$ cat config.mk
export PLATFORM = sky130hd
export DESIGN_NAME = cla_pg_stage
export DESIGN_NICKNAME = d
export VERILOG_FILES = /design/src/rtl/cla_pkg.sv /design/src/rtl/pg_skid_fifo2.sv /design/src/rtl/cla_pg_stage.sv
export SDC_FILE = /design/constraint.sdc
export NUM_CORES = 1
export LEC_CHECK = 0
export BUFFER_PORTS_ARGS = -buffer_cell sky130_fd_sc_hd__buf_2
export CAP_MARGIN = 25
export CORE_MARGIN = 5
export CORE_UTILIZATION = 45
export DETAILED_ROUTE_END_ITERATION = 16
export HOLD_SLACK_MARGIN = 0.06
export PLACE_DENSITY = 0.69
export SLEW_MARGIN = 20
export SYNTH_ARGS = -nofsm -noshare
export SYNTH_HDL_FRONTEND = slang
export SYNTH_SLANG_ARGS = --single-unit
$ cat constraint.sdc
create_clock -name clk_i -period 2.4 [get_ports clk_i]
set_input_delay 0.12 -clock clk_i [delete_from_list [all_inputs] [get_ports clk_i]]
set_output_delay 0.12 -clock clk_i [all_outputs]
set_load 0.01 [all_outputs]
$ cat src/rtl/cla_pkg.sv
// Shared constants and payload type for the carry-look-ahead adder front end.
package cla_pkg;

    localparam int unsigned CLA_WIDTH = 32;
    localparam int unsigned GROUP_W   = 4;
    localparam int unsigned DEPTH_W   = 2;

    // 'generate' is a reserved word, so the generate vector is the 'gen' field.
    typedef struct packed {
        logic [CLA_WIDTH-1:0] propagate;
        logic [CLA_WIDTH-1:0] gen;
        logic                 cin;
    } pg_entry_t;

    localparam int unsigned ENTRY_W = $bits(pg_entry_t);

endpackage

$ cat src/rtl/pg_skid_fifo2.sv
// Generic 2-entry valid/ready FIFO; head is a plain register and both ready and
// valid come from flops, so there is no combinational path across the stage.
module pg_skid_fifo2 #(
    parameter int unsigned DATA_W = 8
) (
    input  logic              clk_i,
    input  logic              rst_ni,
    input  logic              in_valid_i,
    output logic              in_ready_o,
    input  logic [DATA_W-1:0] in_data_i,
    output logic              out_valid_o,
    input  logic              out_ready_i,
    output logic [DATA_W-1:0] out_data_o,
    output logic [1:0]        occupancy_o
);

    typedef enum logic [1:0] {
        ST_EMPTY = 2'd0,
        ST_ONE   = 2'd1,
        ST_FULL  = 2'd2
    } state_e;

    state_e            state_q;
    state_e            state_d;
    logic [DATA_W-1:0] head_q;
    logic [DATA_W-1:0] tail_q;
    logic              valid_q;
    logic              ready_q;
    logic              push_c;
    logic              pop_c;
    logic              load_head_c;
    logic              shift_head_c;
    logic              load_tail_c;

    assign push_c = in_valid_i && ready_q;
    assign pop_c  = valid_q && out_ready_i;

    // Occupancy transitions and register write enables.
    always_comb begin
        state_d      = state_q;
        load_head_c  = 1'b0;
        shift_head_c = 1'b0;
        load_tail_c  = 1'b0;
        case (state_q)
            ST_EMPTY: begin
                if (push_c) begin
                    state_d     = ST_ONE;
                    load_head_c = 1'b1;
                end
            end
            ST_ONE: begin
                if (push_c && pop_c) begin
                    load_head_c = 1'b1;
                end else if (push_c) begin
                    state_d     = ST_FULL;
                    load_tail_c = 1'b1;
                end else if (pop_c) begin
                    state_d = ST_EMPTY;
                end
            end
            ST_FULL: begin
                if (pop_c) begin
                    state_d      = ST_ONE;
                    shift_head_c = 1'b1;
                end
            end
            default: state_d = ST_EMPTY;
        endcase
    end

    // State plus flag flops precomputed from the next state.
    always_ff @(posedge clk_i or negedge rst_ni) begin
        if (!rst_ni) begin
            state_q <= ST_EMPTY;
            valid_q <= 1'b0;
            ready_q <= 1'b1;
        end else begin
            state_q <= state_d;
            valid_q <= (state_d != ST_EMPTY);
            ready_q <= (state_d != ST_FULL);
        end
    end

    // Entry storage.
    always_ff @(posedge clk_i or negedge rst_ni) begin
        if (!rst_ni) begin
            head_q <= '0;
            tail_q <= '0;
        end else begin
            if (load_head_c) begin
                head_q <= in_data_i;
            end else if (shift_head_c) begin
                head_q <= tail_q;
            end
            if (load_tail_c) begin
                tail_q <= in_data_i;
            end
        end
    end

    assign in_ready_o  = ready_q;
    assign out_valid_o = valid_q;
    assign out_data_o  = head_q;
    assign occupancy_o = 2'(state_q);

endmodule

$ cat src/rtl/cla_pg_stage.sv
// Operand stage feeding the 4-bit CLA groups: per-bit propagate/generate,
// buffered in a 2-entry FIFO so the group logic sees registered P/G vectors.
module cla_pg_stage
    import cla_pkg::*;
#(
    parameter int unsigned WIDTH   = CLA_WIDTH,
    parameter int unsigned DEPTH_W = 2
) (
    input  logic               clk_i,
    input  logic               rst_ni,
    input  logic               in_valid_i,
    output logic               in_ready_o,
    input  logic [WIDTH-1:0]   a_i,
    input  logic [WIDTH-1:0]   b_i,
    input  logic               cin_i,
    output logic               out_valid_o,
    input  logic               out_ready_i,
    output logic [WIDTH-1:0]   propagate_o,
    output logic [WIDTH-1:0]   generate_o,
    output logic               cin_o,
    output logic [DEPTH_W-1:0] occupancy_o
);

    // Payload type is sized by the package, so WIDTH must agree with it.
    if ((WIDTH % GROUP_W) != 0 || WIDTH != CLA_WIDTH || DEPTH_W != 2) begin : g_param_check
        $error("cla_pg_stage: WIDTH must be a multiple of GROUP_W and equal CLA_WIDTH; DEPTH_W must be 2");
    end

    pg_entry_t in_entry_c;
    pg_entry_t head;

    assign in_entry_c.propagate = a_i ^ b_i;
    assign in_entry_c.gen       = a_i & b_i;
    assign in_entry_c.cin       = cin_i;

    pg_skid_fifo2 #(
        .DATA_W (ENTRY_W)
    ) u_fifo (
        .clk_i       (clk_i),
        .rst_ni      (rst_ni),
        .in_valid_i  (in_valid_i),
        .in_ready_o  (in_ready_o),
        .in_data_i   (in_entry_c),
        .out_valid_o (out_valid_o),
        .out_ready_i (out_ready_i),
        .out_data_o  (head),
        .occupancy_o (occupancy_o)
    );

    assign propagate_o = head.propagate;
    assign generate_o  = head.gen;
    assign cin_o       = head.cin;

    // A bit can never both propagate and generate.
    a_pg_disjoint: assert property (@(posedge clk_i) disable iff (!rst_ni)
        out_valid_o |-> ((propagate_o & generate_o) == '0));

endmodule

==> metrics, run 1 <==
antenna violations before repair=0; WP data arrival=2.43 ns; maxcap violations=0; hpwl dp=8.62 mm; final setup margin=0.311 ns; nets@finish=647; length of routed met2 wiring=5.88 mm; Leak Pwr=0.00363 uW; syn_nets=509; Post-Route M1 WL=5.90 mm; Seq/Total Area, Yosys=57.7%; Yosys warning count=0; R2R depth=4; Worst R2R Start=u_fifo.occupancy_o[1]$_DFF_PN0_; Min-Delay Path Depth=3; pwr/cell area=1320 nW/um^2; top sig layer=met4; Mapped Cells=408; Final Skew=0.00471 ns; area grow syn2layout=26.1%; Post-Syn Area per Cell=14.2 um^2; die area=15,300 um^2; post-CTS setup buffers=0; first-iteration detailed-routing DRC count=201; vias in the first global route=4,070; Final Util=58.1%; global-route wire length before repair=20.8 mm; Final period util=87.1%; number of I/O port buffers=137; Relative slew margins=37.7%; top_reg_cell synth=dfrtp_1; Max Fclk=479 MHz; share of the synthesized area in the top cell type=57.3%; CTS clk-pin slew, worst paths=0.06 ns; Synth Cell Area=5810 um^2; Post-synth EDFFs=0; Routed wire per std cell=17.8 um; H-tree Lvls=4; Tot GR Track Use=17.6%; RSZ-0062 raised after global routing=false; largest vdd supply drop=0.000611 V; hold_sp=b_i[3]; CTS Sinks=134; CP max FO=36; CTS tree=done; filler cell count=1,048; Worst Setup SP=u_fifo.occupancy_o[1]$_DFF_PN0_; pin count of the biggest net entering global routing=68; Detailed Routing Iterations Pass 1=4; CP Class=register to register; top-count cell post-synth=dfrtp_1; Clk Latency, worst-skew pair=0.41 ns; # DRC=0; Longest Clk Path Bufs=2; HP Class=input port to register; crit end category=register; Slew @ Worst Pin=0.935 ns; Min Hold Slack=0.0767 ns; outcome=finished clean; total CTS buffers=17; WL met3=1.01 mm; #FFs+latches synth=134; IO Count=138; asr flop ratio synth=100%; Die X=124 um; Fin Setup TNS=0 ns; Period minus WS final=2.09 ns; root buffer cell=clkbuf_16; pre-CTS WS=0.331 ns; final slew viol count=0; CP required=2.74 ns; via density per instance=5.34; top post-synthesis cells by count=133 x dfrtp_1, 66 x and2_1, 65 x a221o_1; Yosys cell types=23; Starting Density=46.1%; Vias=3,907; GRT overflow=0; WL final=13.0 mm; area leader, netlist=dfrtp_1; post-route antenna net violation count=0; row count=41; Area contributors post-synth=dfrtp_1 57%, a221o_1 11%, mux2_2 7.2%, and2_1 7.1%, ha_1 6.9%; share of cells above drive strength 1=39.0%; gpl congestion=0.750; final setup fails=0; Startpoint Class=register; Core ar.=12,600 um^2; final hold violations=0; chip height=124 um
path summary, 6_finish.rpt:
check,end,slack [ns]
max,u_fifo.out_data_o[59]$_DFFE_PN0P_,0.31
min,u_fifo.tail_q[36]$_DFFE_PN0P_,0.08
min reg2reg,u_fifo.tail_q[23]$_DFFE_PN0P_,0.47
min in group asynchronous,u_fifo.out_data_o[29]$_DFFE_PN0P_,0.20
max in group asynchronous,u_fifo.out_data_o[5]$_DFFE_PN0P_,1.42
max reg2reg,u_fifo.out_data_o[59]$_DFFE_PN0P_,0.31
cell families after synthesis:
kind of cell	Yosys count	share of synthesized area, %
mux	65	12.6
fa+ha+maj	32	6.89
compound gates	73	12.1
simple gates	74	7.94
flops	134	57.7
buf+inv	30	2.76
worst max-delay path: stages, from the launching register on:
cell and delay [ns]:
dfrtp_1 0.48, and4b_2 0.29, a31oi_4 0.74, buf_12 0.30
a221o_1 0.18
layout by cell type (no fill, tap or decap), types with 3 or more instances in the layout:
| master | n |
|---|---|
| a221o_1 | 65 |
| and2_1 | 66 |
| buf_12 | 3 |
| buf_2 | 136 |
| buf_4 | 4 |
| bufinv_16 | 3 |
| clkbuf_16 | 17 |
| clkbuf_8 | 4 |
| clkinv_2 | 5 |
| dfrtp_1 | 133 |
| dlygate4sd3_1 | 3 |
| ha_1 | 32 |
| mux2_1 | 28 |
| mux2_2 | 37 |
| o21ai_0 | 3 |
stage by stage:
step                power [uW]  cell area (um^2)  instances
global route             10200              7330        731
finish                    9670              7330        732
global placement          6950              6690        696
detailed placement        7080              6690        696
CTS                       9770              7330        731
floorplan                 5880              5810        408
flip-flops by register name (all words and copies together), names as in the netlist:
signal / cells
u_fifo.occupancy_o: 2
u_fifo.out_data_o: 65
u_fifo.in_ready_o: 1
u_fifo.tail_q: 65
u_fifo.out_valid_o: 1
timing repair:
item	4_1_cts	5_1_grt
hold endpoints to repair	48	0
gates resized for setup	0	0
hold buffers	3	0
where the power goes:
part | switching [uW] | internal [uW] | total, uW | leakage (uW)
clock network | 920 | 1740 | 2660 | 0.000303
registers | 548 | 3320 | 3860 | 0.00168
logic | 1550 | 1600 | 3150 | 0.00165
routing by layer:
layer | global-route usage, % | vias to the layer above
li1 | - | 1815
met1 | 23.9 | 1957
met2 | 26.4 | 114
met3 | 5.50 | 21
met4 | 6.71 | 0
met5 | 0 | -
cell type report:
cell class | instances | area [um^2] | area share, %
well taps | 172 | 215 | 2.94
repair buffers | 147 | 812 | 11.1
flip-flops and latches | 134 | 3350 | 45.8
clock buffers | 23 | 488 | 6.66
clock inverters | 9 | 123 | 1.67
diodes | 1 | 2.50 | 0.0341
multi-input cells | 244 | 2330 | 31.7
inverters | 2 | 7.51 | 0.102
(Power assumes the default switching activity.)
==> run 2, diff against run 1 <==
Settings changed: BUFFER_PORTS_ARGS -buffer_cell sky130_fd_sc_hd__buf_2 to -buffer_cell sky130_fd_sc_hd__buf_4.
==> metrics, run 2 (synthesized netlist as in run 1, its figures left out) <==
outcome=finished clean; commonest non-fill, non-tap cell in the layout=buf_4; CTS tree=done; Core ar.=12,600 um^2 (unchanged); CP max-delay cell=a31oi_4; met3 track demand over resource=6.27% (+0.77 points); RSZ-0062 raised after global routing=false; gpl congestion=0.774 (+3.1%); Routed wire per std cell=18.3 um (+2.6%); total CTS buffers=17 (unchanged); H-tree Lvls=4 (unchanged); nets@finish=650 (+0.46%); filler cell count=1,040 (-0.76%); WP data arrival=2.38 ns (-0.05 ns); CP max FO=36 (unchanged); Final Skew=0.00563 ns (+0.000927 ns); CTS clk-pin slew, worst paths=0.05 ns (about the same); maxcap violations=0 (unchanged); post-cts gate resize count=0 (unchanged); met2 Use GR=28.1% (+1.7 points); Max Fclk=489 MHz (+2.1%); Detailed Routing Iterations Pass 1=4 (unchanged); via density per instance=5.39 (+0.90%); IO Count=138 (unchanged); Fin Setup TNS=0 ns (unchanged); Longest Clk Path Bufs=2 (unchanged); antenna violations before repair=0 (unchanged); crit end category=register; WL final=13.4 mm (+2.9%); CTS Sinks=134 (unchanged); post-CTS setup buffers=0 (unchanged); antenna cells=0 (-1); total power=9800 uW (+1.3%); Relative slew margins=31.9% (-5.7 points); GRT overflow=0 (unchanged); root buffer cell=clkbuf_16; Tot GR Track Use=18.4% (+0.86 points); Startpoint Class=register; Leak Pwr=0.00370 uW (+2.1%); GRT Max-Usage Layer=met2; row count=41 (unchanged); share of cells above drive strength 1=38.8% (-0.21 points); # DRC=0 (unchanged); chip height=124 um (unchanged); GR Layer Usage met1=25.0% (+1.0 points); global-route wire length before repair=21.7 mm (+4.1%); hpwl dp=8.96 mm (+4.0%); most frequent cells in the layout=144 x buf_4, 133 x dfrtp_1, 66 x and2_1; Vias=3,953 (+1.2%); final setup fails=0 (unchanged); first-iteration detailed-routing DRC count=251 (+25%); CP Cell Sequence=a21bo_2, a31oi_4, buf_4, a221o_1; Final Util=60.5% (+2.5 points); final hold violations=0 (unchanged); CP required=2.74 ns (about the same); Period minus WS final=2.05 ns (-0.0440 ns); Die X=124 um (unchanged); die area=15,300 um^2 (unchanged); post-route antenna net violation count=0 (unchanged); CP Class=register to register; pin count of the biggest net entering global routing=68 (unchanged); pwr/cell area=1280 nW/um^2 (-2.8%); Clk Latency, worst-skew pair=0.40 ns (about the same); HP Class=input port to register; Starting Density=46.1% (unchanged); final slew viol count=0 (unchanged); CP max stage delay=0.49 ns (-0.25 ns); vias in the first global route=4,153 (+2.0%); number of I/O port buffers=137 (unchanged); largest vdd supply drop=0.000665 V (+8.8%); Slew @ Worst Pin=1.02 ns (+0.0829 ns); area grow syn2layout=31.4%; Final period util=85.2% (-1.8 points)
-- run 2: worst paths after layout --
| kind | startpoint | end | slack (ns) | cells after the start |
|---|---|---|---|---|
| max | u_fifo.occupancy_o[0]$_DFF_PN0_ | u_fifo.out_data_o[23]$_DFFE_PN0P_ | 0.35 | 4 |
| min | b_i[9] | u_fifo.tail_q[42]$_DFFE_PN0P_ | 0.07 | 3 |
| max reg2reg | u_fifo.occupancy_o[0]$_DFF_PN0_ | u_fifo.out_data_o[23]$_DFFE_PN0P_ | 0.35 | 4 |
| min reg2reg | u_fifo.tail_q[16]$_DFFE_PN0P_ | u_fifo.tail_q[16]$_DFFE_PN0P_ | 0.47 | 1 |
| max in group asynchronous | rst_ni | u_fifo.out_data_o[30]$_DFFE_PN0P_ | 1.31 | 3 |
| min in group asynchronous | rst_ni | u_fifo.out_data_o[29]$_DFFE_PN0P_ | 0.30 | 2 |
-- run 2: critical path: cells and delay by family, from the launching register on --
family | cells | cell delay, ns
AOI/OAI and AO/OA | 3 | 1.03
buffers and inverters | 1 | 0.47
DFF | 1 | 0.46
-- run 2: where the power goes --
| part | switching (uW) | internal (uW) |
|---|---|---|
| combinational | 1580 | 1870 |
| sequential | 576 | 3320 |
| clock | 876 | 1570 |
-- run 2: routing by layer --
layer  part of all wire, %  up-vias
met2                    47      143
met1                    44     1975
met5                     0        -
li1                      -     1825
met3                   7.9       10
met4                  0.74        0
-- run 2: repair_timing --
action | 4_1_cts | 5_1_grt
hold buffers | 3 | 0
endpoints found under the hold margin | 50 | 0
setup endpoints to repair | 0 | 36
-- run 2: cell type report --
class	instances	area, um^2	area share, %
well taps	172	215	2.82
inverters	2	7.51	0.0983
repair buffers	149	1150	15.1
flip-flops and latches	134	3350	43.9
clock buffers	31	568	7.44
multi-input cells	245	2340	30.6
clock inverters	1	5.00	0.0655
-- run 2: through the flow --
stage	setup slack, ns	hold slack (ns)	std cells	cell area, um^2
final	0.355	0.0735	734	7640
after global routing	0.228	0.0773	734	7640
after detailed placement	0.0266	0.203	698	7020
after floorplan	0.707	-0.176	408	5810
after CTS	0.0299	0.0601	733	7630
after global placement	0.150	0.196	698	7020
